`src/rtl/arm_mem_pkg.sv`:
```
// Shared definitions for the store buffer and its load-forwarding selector.
//   SB_DEPTH    : default number of buffered stores
//   WADDR_W     : word-address width (byte address bits [31:2])
//   sb_entry_t  : one buffered store {word address, data}
package arm_mem_pkg;

  localparam int SB_DEPTH = 4;
  localparam int WADDR_W  = 30;

  typedef struct packed {
    logic [WADDR_W-1:0] addr;
    logic [31:0]        data;
  } sb_entry_t;

endpackage

```
`src/rtl/arm_sb_fwd.sv`:
```
// Load-forwarding selector: picks the youngest valid buffered store whose word
// address matches the load address, otherwise passes backing-memory data.
//   ent_addr  : flattened word addresses of all slots
//   ent_data  : flattened data of all slots
//   valid     : per-slot occupancy mask
//   tail      : next write slot; the youngest entry sits at tail-1
//   addr      : load word address
//   mem_rdata : backing-memory read data (fallback)
//   rdata     : forwarded load data
module arm_sb_fwd
  import arm_mem_pkg::*;
#(
  parameter int DEPTH = SB_DEPTH,
  parameter int PTR_W = $clog2(DEPTH)
) (
  input  logic [DEPTH*WADDR_W-1:0] ent_addr,
  input  logic [DEPTH*32-1:0]      ent_data,
  input  logic [DEPTH-1:0]         valid,
  input  logic [PTR_W-1:0]         tail,
  input  logic [WADDR_W-1:0]       addr,
  input  logic [31:0]              mem_rdata,
  output logic [31:0]              rdata
);

  logic [DEPTH-1:0] match;
  logic [31:0]      data_arr [DEPTH];
  logic [PTR_W-1:0] slot;

  genvar gi;
  generate
    for (gi = 0; gi < DEPTH; gi++) begin : g_slot
      assign match[gi]    = valid[gi] && (ent_addr[gi*WADDR_W +: WADDR_W] == addr);
      assign data_arr[gi] = ent_data[gi*32 +: 32];
    end
  endgenerate

  // Walk from the oldest slot to the youngest; a later hit overrides an
  // earlier one, so the youngest matching store wins.
  always_comb begin
    rdata = mem_rdata;
    slot  = '0;
    for (int age = DEPTH - 1; age >= 0; age--) begin
      slot = tail - PTR_W'(age + 1);
      if (match[slot]) rdata = data_arr[slot];
    end
  end

endmodule

```
`src/rtl/arm_store_buffer.sv`:
```
// Processor store buffer: a circular FIFO of pending word stores drained to the
// backing memory in order, with combinational load forwarding.
//   clk, reset                  : clock, asynchronous active-high reset
//   MemWrite/DataAdr/WriteData  : processor store request (also load address)
//   ReadData                    : load data (forwarded or from memory)
//   Stall                       : store not accepted, buffer full
//   Empty                       : no buffered stores
//   MemAdr/MemRdata             : backing-memory read port
//   WrValid/WrAdr/WrData/WrReady: head-store write handshake to memory
module arm_store_buffer
  import arm_mem_pkg::*;
#(
  parameter int DEPTH = SB_DEPTH
) (
  input  logic        clk,
  input  logic        reset,
  input  logic        MemWrite,
  input  logic [31:0] DataAdr,
  input  logic [31:0] WriteData,
  output logic [31:0] ReadData,
  output logic        Stall,
  output logic        Empty,
  output logic [31:0] MemAdr,
  input  logic [31:0] MemRdata,
  output logic        WrValid,
  output logic [31:0] WrAdr,
  output logic [31:0] WrData,
  input  logic        WrReady
);

  localparam int PTR_W = $clog2(DEPTH);
  localparam int CNT_W = PTR_W + 1;

  logic [PTR_W-1:0] head_reg, head_next;
  logic [PTR_W-1:0] tail_reg, tail_next;
  logic [CNT_W-1:0] count_reg, count_next;
  sb_entry_t        entry_reg [DEPTH];

  logic full, push, pop;

  assign full    = (count_reg == CNT_W'(DEPTH));
  assign Stall   = MemWrite && full;
  assign push    = MemWrite && !full;
  assign WrValid = (count_reg != '0);
  assign Empty   = (count_reg == '0);
  assign pop     = WrValid && WrReady;
  assign MemAdr  = DataAdr;
  assign WrAdr   = {entry_reg[head_reg].addr, 2'b00};
  assign WrData  = entry_reg[head_reg].data;

  always_comb begin
    head_next  = head_reg;
    tail_next  = tail_reg;
    count_next = count_reg;
    if (push) tail_next = tail_reg + PTR_W'(1);
    if (pop)  head_next = head_reg + PTR_W'(1);
    case ({push, pop})
      2'b10:   count_next = count_reg + CNT_W'(1);
      2'b01:   count_next = count_reg - CNT_W'(1);
      default: count_next = count_reg;
    endcase
  end

  always_ff @(posedge clk or posedge reset) begin
    if (reset) begin
      head_reg  <= '0;
      tail_reg  <= '0;
      count_reg <= '0;
    end else begin
      head_reg  <= head_next;
      tail_reg  <= tail_next;
      count_reg <= count_next;
    end
  end

  // Entry payload carries no reset; occupancy alone decides validity.
  always_ff @(posedge clk) begin
    if (push) entry_reg[tail_reg] <= '{addr: DataAdr[31:2], data: WriteData};
  end

  // A slot is live when its distance from head is below the occupancy count.
  logic [DEPTH-1:0]         slot_valid;
  logic [DEPTH*WADDR_W-1:0] ent_addr;
  logic [DEPTH*32-1:0]      ent_data;

  genvar gi;
  generate
    for (gi = 0; gi < DEPTH; gi++) begin : g_slot
      logic [PTR_W-1:0] off;
      assign off                            = PTR_W'(gi) - head_reg;
      assign slot_valid[gi]                 = ({1'b0, off} < count_reg);
      assign ent_addr[gi*WADDR_W +: WADDR_W] = entry_reg[gi].addr;
      assign ent_data[gi*32 +: 32]           = entry_reg[gi].data;
    end
  endgenerate

  arm_sb_fwd #(
    .DEPTH (DEPTH),
    .PTR_W (PTR_W)
  ) u_fwd (
    .ent_addr  (ent_addr),
    .ent_data  (ent_data),
    .valid     (slot_valid),
    .tail      (tail_reg),
    .addr      (DataAdr[31:2]),
    .mem_rdata (MemRdata),
    .rdata     (ReadData)
  );

endmodule

```
`config.mk`:
```
export PLATFORM = sky130hd
export DESIGN_NAME = arm_store_buffer
export DESIGN_NICKNAME = d
export VERILOG_FILES = /design/src/rtl/arm_mem_pkg.sv /design/src/rtl/arm_sb_fwd.sv /design/src/rtl/arm_store_buffer.sv
export SDC_FILE = /design/constraint.sdc
export NUM_CORES = 1
export LEC_CHECK = 0
export BUFFER_PORTS_ARGS = -buffer_cell sky130_fd_sc_hd__buf_2
export CAP_MARGIN = 40
export CORE_UTILIZATION = 60
export CTS_CLUSTER_SIZE = 40
export DETAILED_ROUTE_END_ITERATION = 10
export PLACE_DENSITY = 0.86
export SLEW_MARGIN = 20
export SYNTH_ARGS = -nofsm -noshare
export SYNTH_HDL_FRONTEND = slang
export SYNTH_SLANG_ARGS = --single-unit
```
`constraint.sdc`:
```
create_clock -name clk -period 11.4 [get_ports clk]
set_clock_uncertainty 0.2 [all_clocks]
set_input_delay 0.57 -clock clk [delete_from_list [all_inputs] [get_ports clk]]
set_output_delay 0.57 -clock clk [all_outputs]
set_load 0.02 [all_outputs]
```
After elaboration in Yosys (flattened, before gate mapping)
Memories as Yosys holds them, arrays and structs flattened.
Cells that the tools add are included.
{"block": "totals", "reg_bits": 7, "mem_bits_rw": 248, "input_bits": 100, "memories": 1}
{"name": "entry_reg", "words": 4, "word_bits": 62, "rd": 5, "rd_clocked_by_memory_dff": 0, "write_ports": 1, "line_no": "arm_store_buffer.sv:37", "rtl": "sb_entry_t entry_reg [DEPTH];"}
{"block": "classes", "addsub": 11, "magnitude_cmp": 12, "eq_ne": 7, "mux": 27, "n_bitwise": 4, "reduce_logical": 11}
{"cell": "$mux W32", "count": 12}
{"cell": "$bmux W32 S2", "count": 4}
{"cell": "$eq A30 B30 Y1", "count": 4}
{"cell": "$ge A3 B3 Y1 const B", "count": 4}
{"cell": "$lt A2 B3 Y1", "count": 4}
{"cell": "$lt A2 B3 Y1 const B", "count": 4}
{"cell": "$not A2 Y3", "count": 4}
{"cell": "$bmux W1 S2", "count": 4}
{"cell": "$logic_and A1 B1 Y1", "count": 7}
{"cell": "$mux W1", "count": 6}
{"cell": "$pmux W3 S2", "count": 1}
{"cell": "$add A2 B1 Y2 const B", "count": 2}
{"cell": "$sub A1 B2 Y2 const A", "count": 2}
{"cell": "$sub A2 B2 Y2 const A", "count": 2}
{"cell": "$sub A2 B2 Y2 const B", "count": 2}
{"cell": "$add A3 B1 Y3 const B", "count": 1}
{"cell": "$eq A3 B3 Y1 const B", "count": 1}
{"cell": "$logic_not A3 Y1", "count": 1}
{"cell": "$reduce_bool A3 Y1", "count": 1}
{"cell": "$sub A3 B1 Y3 const B", "count": 1}
{"cell": "$eq A2 B1 Y1 const B", "count": 1}
{"cell": "$eq A2 B2 Y1 const B", "count": 1}
{"cell": "$reduce_bool A2 Y1", "count": 1}
{"cell": "$sub A2 B1 Y2 const B", "count": 1}
{"cell": "$logic_not A1 Y1", "count": 1}

Logic depth before layout (Yosys ltp)
{"block": "depth", "word_depth": 9, "mapped_depth": 13, "depth_no_buf": 10}

Hierarchy
A second synthesis with hierarchy kept.
{"block": "hier_totals", "hier_cells": 942, "area_unflattened_um2": 16156.7}
{"module": "arm_store_buffer", "n_inst": 1, "cells_per_inst": 419, "area_each_um2": 9790.6}
{"module": "arm_sb_fwd", "n_inst": 1, "cells_per_inst": 523, "area_each_um2": 6366.1}

Least setup slack after synthesis
No wires, ideal clock.
{"block": "synth_timing", "kind": "register to output", "from": "register head_reg[0]", "to": "output ReadData[0]", "t_arrival_ns": 3.854, "setup_slack_ns": 6.776, "stages_incl_launch_ff": 14, "n_path_buf": 4, "path_cell_list": "dfrtp_1 buf_1 buf_1 xnor2_1 inv_1 ha_1 a2111oi_0 nand4_1 mux4_2 and2_1 buf_6 buf_6 a211o_1 a22oi_1"}
{"block": "synth_via", "elab_chain_cells": 9}
{"item": "start, declared", "line_no": "arm_store_buffer.sv:34", "rtl": "logic [PTR_W-1:0] head_reg, head_next;"}
{"item": "start signal, assigned", "line_no": "arm_store_buffer.sv:70", "rtl": "head_reg <= head_next;"}
{"item": "$sub A1 B2 Y2 / $sub A2 B2 Y2 (equally long branches)", "line_no": "arm_store_buffer.sv:90", "rtl": "assign off = PTR_W'(gi) - head_reg;"}
{"item": "$lt A2 B3 Y1", "line_no": "arm_store_buffer.sv:91", "rtl": "assign slot_valid[gi] = ({1'b0, off} < count_reg);"}
{"item": "$logic_and A1 B1 Y1", "line_no": "arm_sb_fwd.sv:32", "rtl": "assign match[gi] = valid[gi] && (ent_addr[gi*WADDR_W +: WADDR_W] == addr);"}
{"item": "$bmux W1 S2", "line_no": "arm_sb_fwd.sv:44", "rtl": "if (match[slot]) rdata = data_arr[slot];"}
{"item": "$mux W1 (not written as such)", "line_no": "arm_sb_fwd.sv:44"}
{"item": "$mux W32 (3 in series)", "line_no": "arm_sb_fwd.sv:44"}
{"item": "$mux W32 *", "line_no": "arm_sb_fwd.sv:44"}
{"item": "end, declared", "line_no": "arm_store_buffer.sv:20", "rtl": "output logic [31:0] ReadData,"}
Every way passes the cells marked *; elsewhere a longest branch is shown, timed or not. The select of a mux whose other input is x is not followed.

Worst setup path in the final report
{"block": "layout_timing", "from": "register head_reg[1]", "to": "output ReadData[0]"}
Same word-level chain as after synthesis.

==> metrics <==
Syn. warnings 0; clock slew at reported path FFs 0.06 ns; GRT Resource Usage Total 28.0%; share of layout cells above drive strength 1 41.7%; Startpoint Class register; status finished clean; post-synthesis cell area 15500 sq um; CP max stage delay 0.93 ns; commonest cells in the netlist edfxtp_1, mux4_2, xor2_1; maxcap violations 0; Slew headroom 41.7%; hold slack 0.0478 ns; Synth top area share 48.2%; DR top layer met5; crit path DAT 5.74 ns; vias 9818; Most common cell on crit path buf_4; max FFs per register 248; final WL 36500 um; largest net degree at the start of global routing 66; antenna violations before repair 4; Nets 1247; DR vias/cell 6.62; f_max 154 MHz; Worst Path Required 10.63 ns; PD cells 251 nW/um^2; Final TNS setup 0 ns; TritonCTS Sinks 255; worst path bufs/invs 4; Final GP Congestion 0.856; H-tree depth 1; total grt overflow 0; Lkg Pwr 6.40 nW; PostCTS Resize Cnt 0; TritonCTS Buffers 26; Post-CTS Setup Bufs 0; Distinct cells, synth 37; min Tclk post-route 6.51 ns; Syn-to-layout area delta 13.7%; peak fanout along the critical path 38; synth top area cells edfxtp_1, mux4_2, xor2_1; post-route ant nets 0; top-count cell post-synth edfxtp_1; critical-path cell list buf_4 > xnor2_1 > inv_1 > ha_1 > a2111oi_0 > nand4_1 > mux4_2 > and2_1 > buf_4 > a211o_1 > a22oi_1 > buf_2; CTS tree done; Primary FF master, synth edfxtp_1; Root Buffer clkbuf_16; first-pass GRT wire length 55800 um; Routed met2 length 18200 um; Placement Rows 58; Worst-Margin Slew 0.875 ns; Worst VDD drop 0.000169 V; Mean Syn Cell Area 16.1 sq um; maximum clock insertion buffer count 3; period utilisation layout 57.1%; vias in the first global route 9542; Iteration-0 DRC Markers 1376; largest area contributor in the netlist edfxtp_1; IO buf count 224; DRT Pass-1 Iters 7; Setup CP Type register to output pin; Die Y 163 um; total power 4.42 mW; Metal-1 WL 13800 um; core area 25300 sq um; CP top delay family buffers and inverters; asr flop ratio synth 2.75%; Tightest Hold Check Type input pin to register; met3 WL 3410 um; final hold vios 0; sequential area share after synthesis 49.3%; Setup-failing EPs final 0; Die ar. 26400 sq um; number of top-level pins 231; Crit. End Element output pin; # DRC 0; Initial Util 61.2%; Detailed Place HPWL 24500 um; Cells after Synth 962; EDFF count, synth 248; crit path max-delay cell type dfrtp_2; Die Span X 163 um; wire per inst 24.6 um; flops & latches, synth 255; unrepaired setup endpoints after global routing false; hold buffers post-CTS 1; Clock Latency Late Sink 0.53 ns; fin. max-slew vios 0; fillcell total 1652
[layout make-up]
cell class | instances | area [sq um] | area share (%)
Tap cell | 330 | 413 | 2.35
Clock buffer | 31 | 669 | 3.81
Multi-Input combinational cell | 566 | 7190 | 40.9
Antenna cell | 3 | 7.51 | 0.0427
Inverter | 43 | 161 | 0.918
Timing Repair Buffer | 245 | 1420 | 8.10
Sequential cell | 255 | 7630 | 43.4
Clock inverter | 11 | 88.8 | 0.505
[worst reg2reg max path: cells and delay by family, from the launching register on]
| family | cells | cell delay, ns |
|---|---|---|
| AO/OA/AOI/OAI | 1 | 0.52 |
| buffers and inverters | 1 | 0.30 |
| flip-flops | 1 | 0.41 |
| AND/OR/NAND/NOR | 2 | 0.68 |
[layer usage]
layer,vias up,GRT usage [%]
li1,4227,-
met5,-,0
met3,76,4.53
met1,4937,38.2
met4,6,9.09
met2,572,46.3
[layout by cell type, fill, tap and decap left out, types with 5 or more instances in the layout]
master and n:
clkinv_1 5, a211o_1 32, buf_2 224, ha_1 8
nor4_1 16, mux4_2 193, nor2_1 34, mux2i_1 35
clkbuf_1 5, inv_1 43, clkbuf_16 26, nand2_1 38
nand4_1 16, xnor2_1 60, buf_4 11, a22oi_1 32
edfxtp_1 248, buf_12 5, xor2_1 66
[worst paths after layout]
path	startpoint	to	slack, ns	depth (start not counted)
max in group asynchronous	reset	tail_reg[0]$_DFFE_PP0P_	10.47	3
worst max-delay path	head_reg[1]$_DFFE_PP0P_	ReadData[0]	4.89	12
worst min-delay path	WriteData[3]	entry_reg[3][3]$_DFFE_PP_	0.05	1
min in group asynchronous	reset	count_reg[2]$_DFFE_PP0P_	0.30	3
worst min register to register	count_reg[0]$_DFFE_PP0P_	count_reg[0]$_DFFE_PP0P_	0.35	1
worst max register to register	count_reg[0]$_DFFE_PP0P_	entry_reg[2][28]$_DFFE_PP_	8.90	4
[report_power, final]
group | internal (mW) | switching (mW) | total [mW]
combinational | 1.11 | 1.10 | 2.21
sequential | 1.25 | 0.192 | 1.44
clock | 0.437 | 0.336 | 0.773
[metrics by stage]
step / cell area [sq um] / setup WS, ns / instances / utilization [%]
after floorplan: 15500 / 6.78 / 963 / -
after global placement: 16600 / 5.69 / 1428 / 65.7
after detailed placement: 16800 / 5.55 / 1438 / 66.6
after CTS: 17600 / 4.93 / 1481 / 69.6
after global routing: 17600 / 4.66 / 1481 / 69.6
final: 17600 / 4.89 / 1484 / 69.6
[logic make-up after synthesis]
group	count (synthesis)	share of synthesized area, %
DFF	255	49.3
AOI/OAI and AO/OA	74	3.87
buffers and inverters	142	4.48
adders and majority gates	10	0.858
and+or+nand+nor	125	3.88
muxes	229	30.4
xor gates and xnor gates	126	7.14
other	1	0.0243
Note: power is estimated with default switching activity, not from simulation.
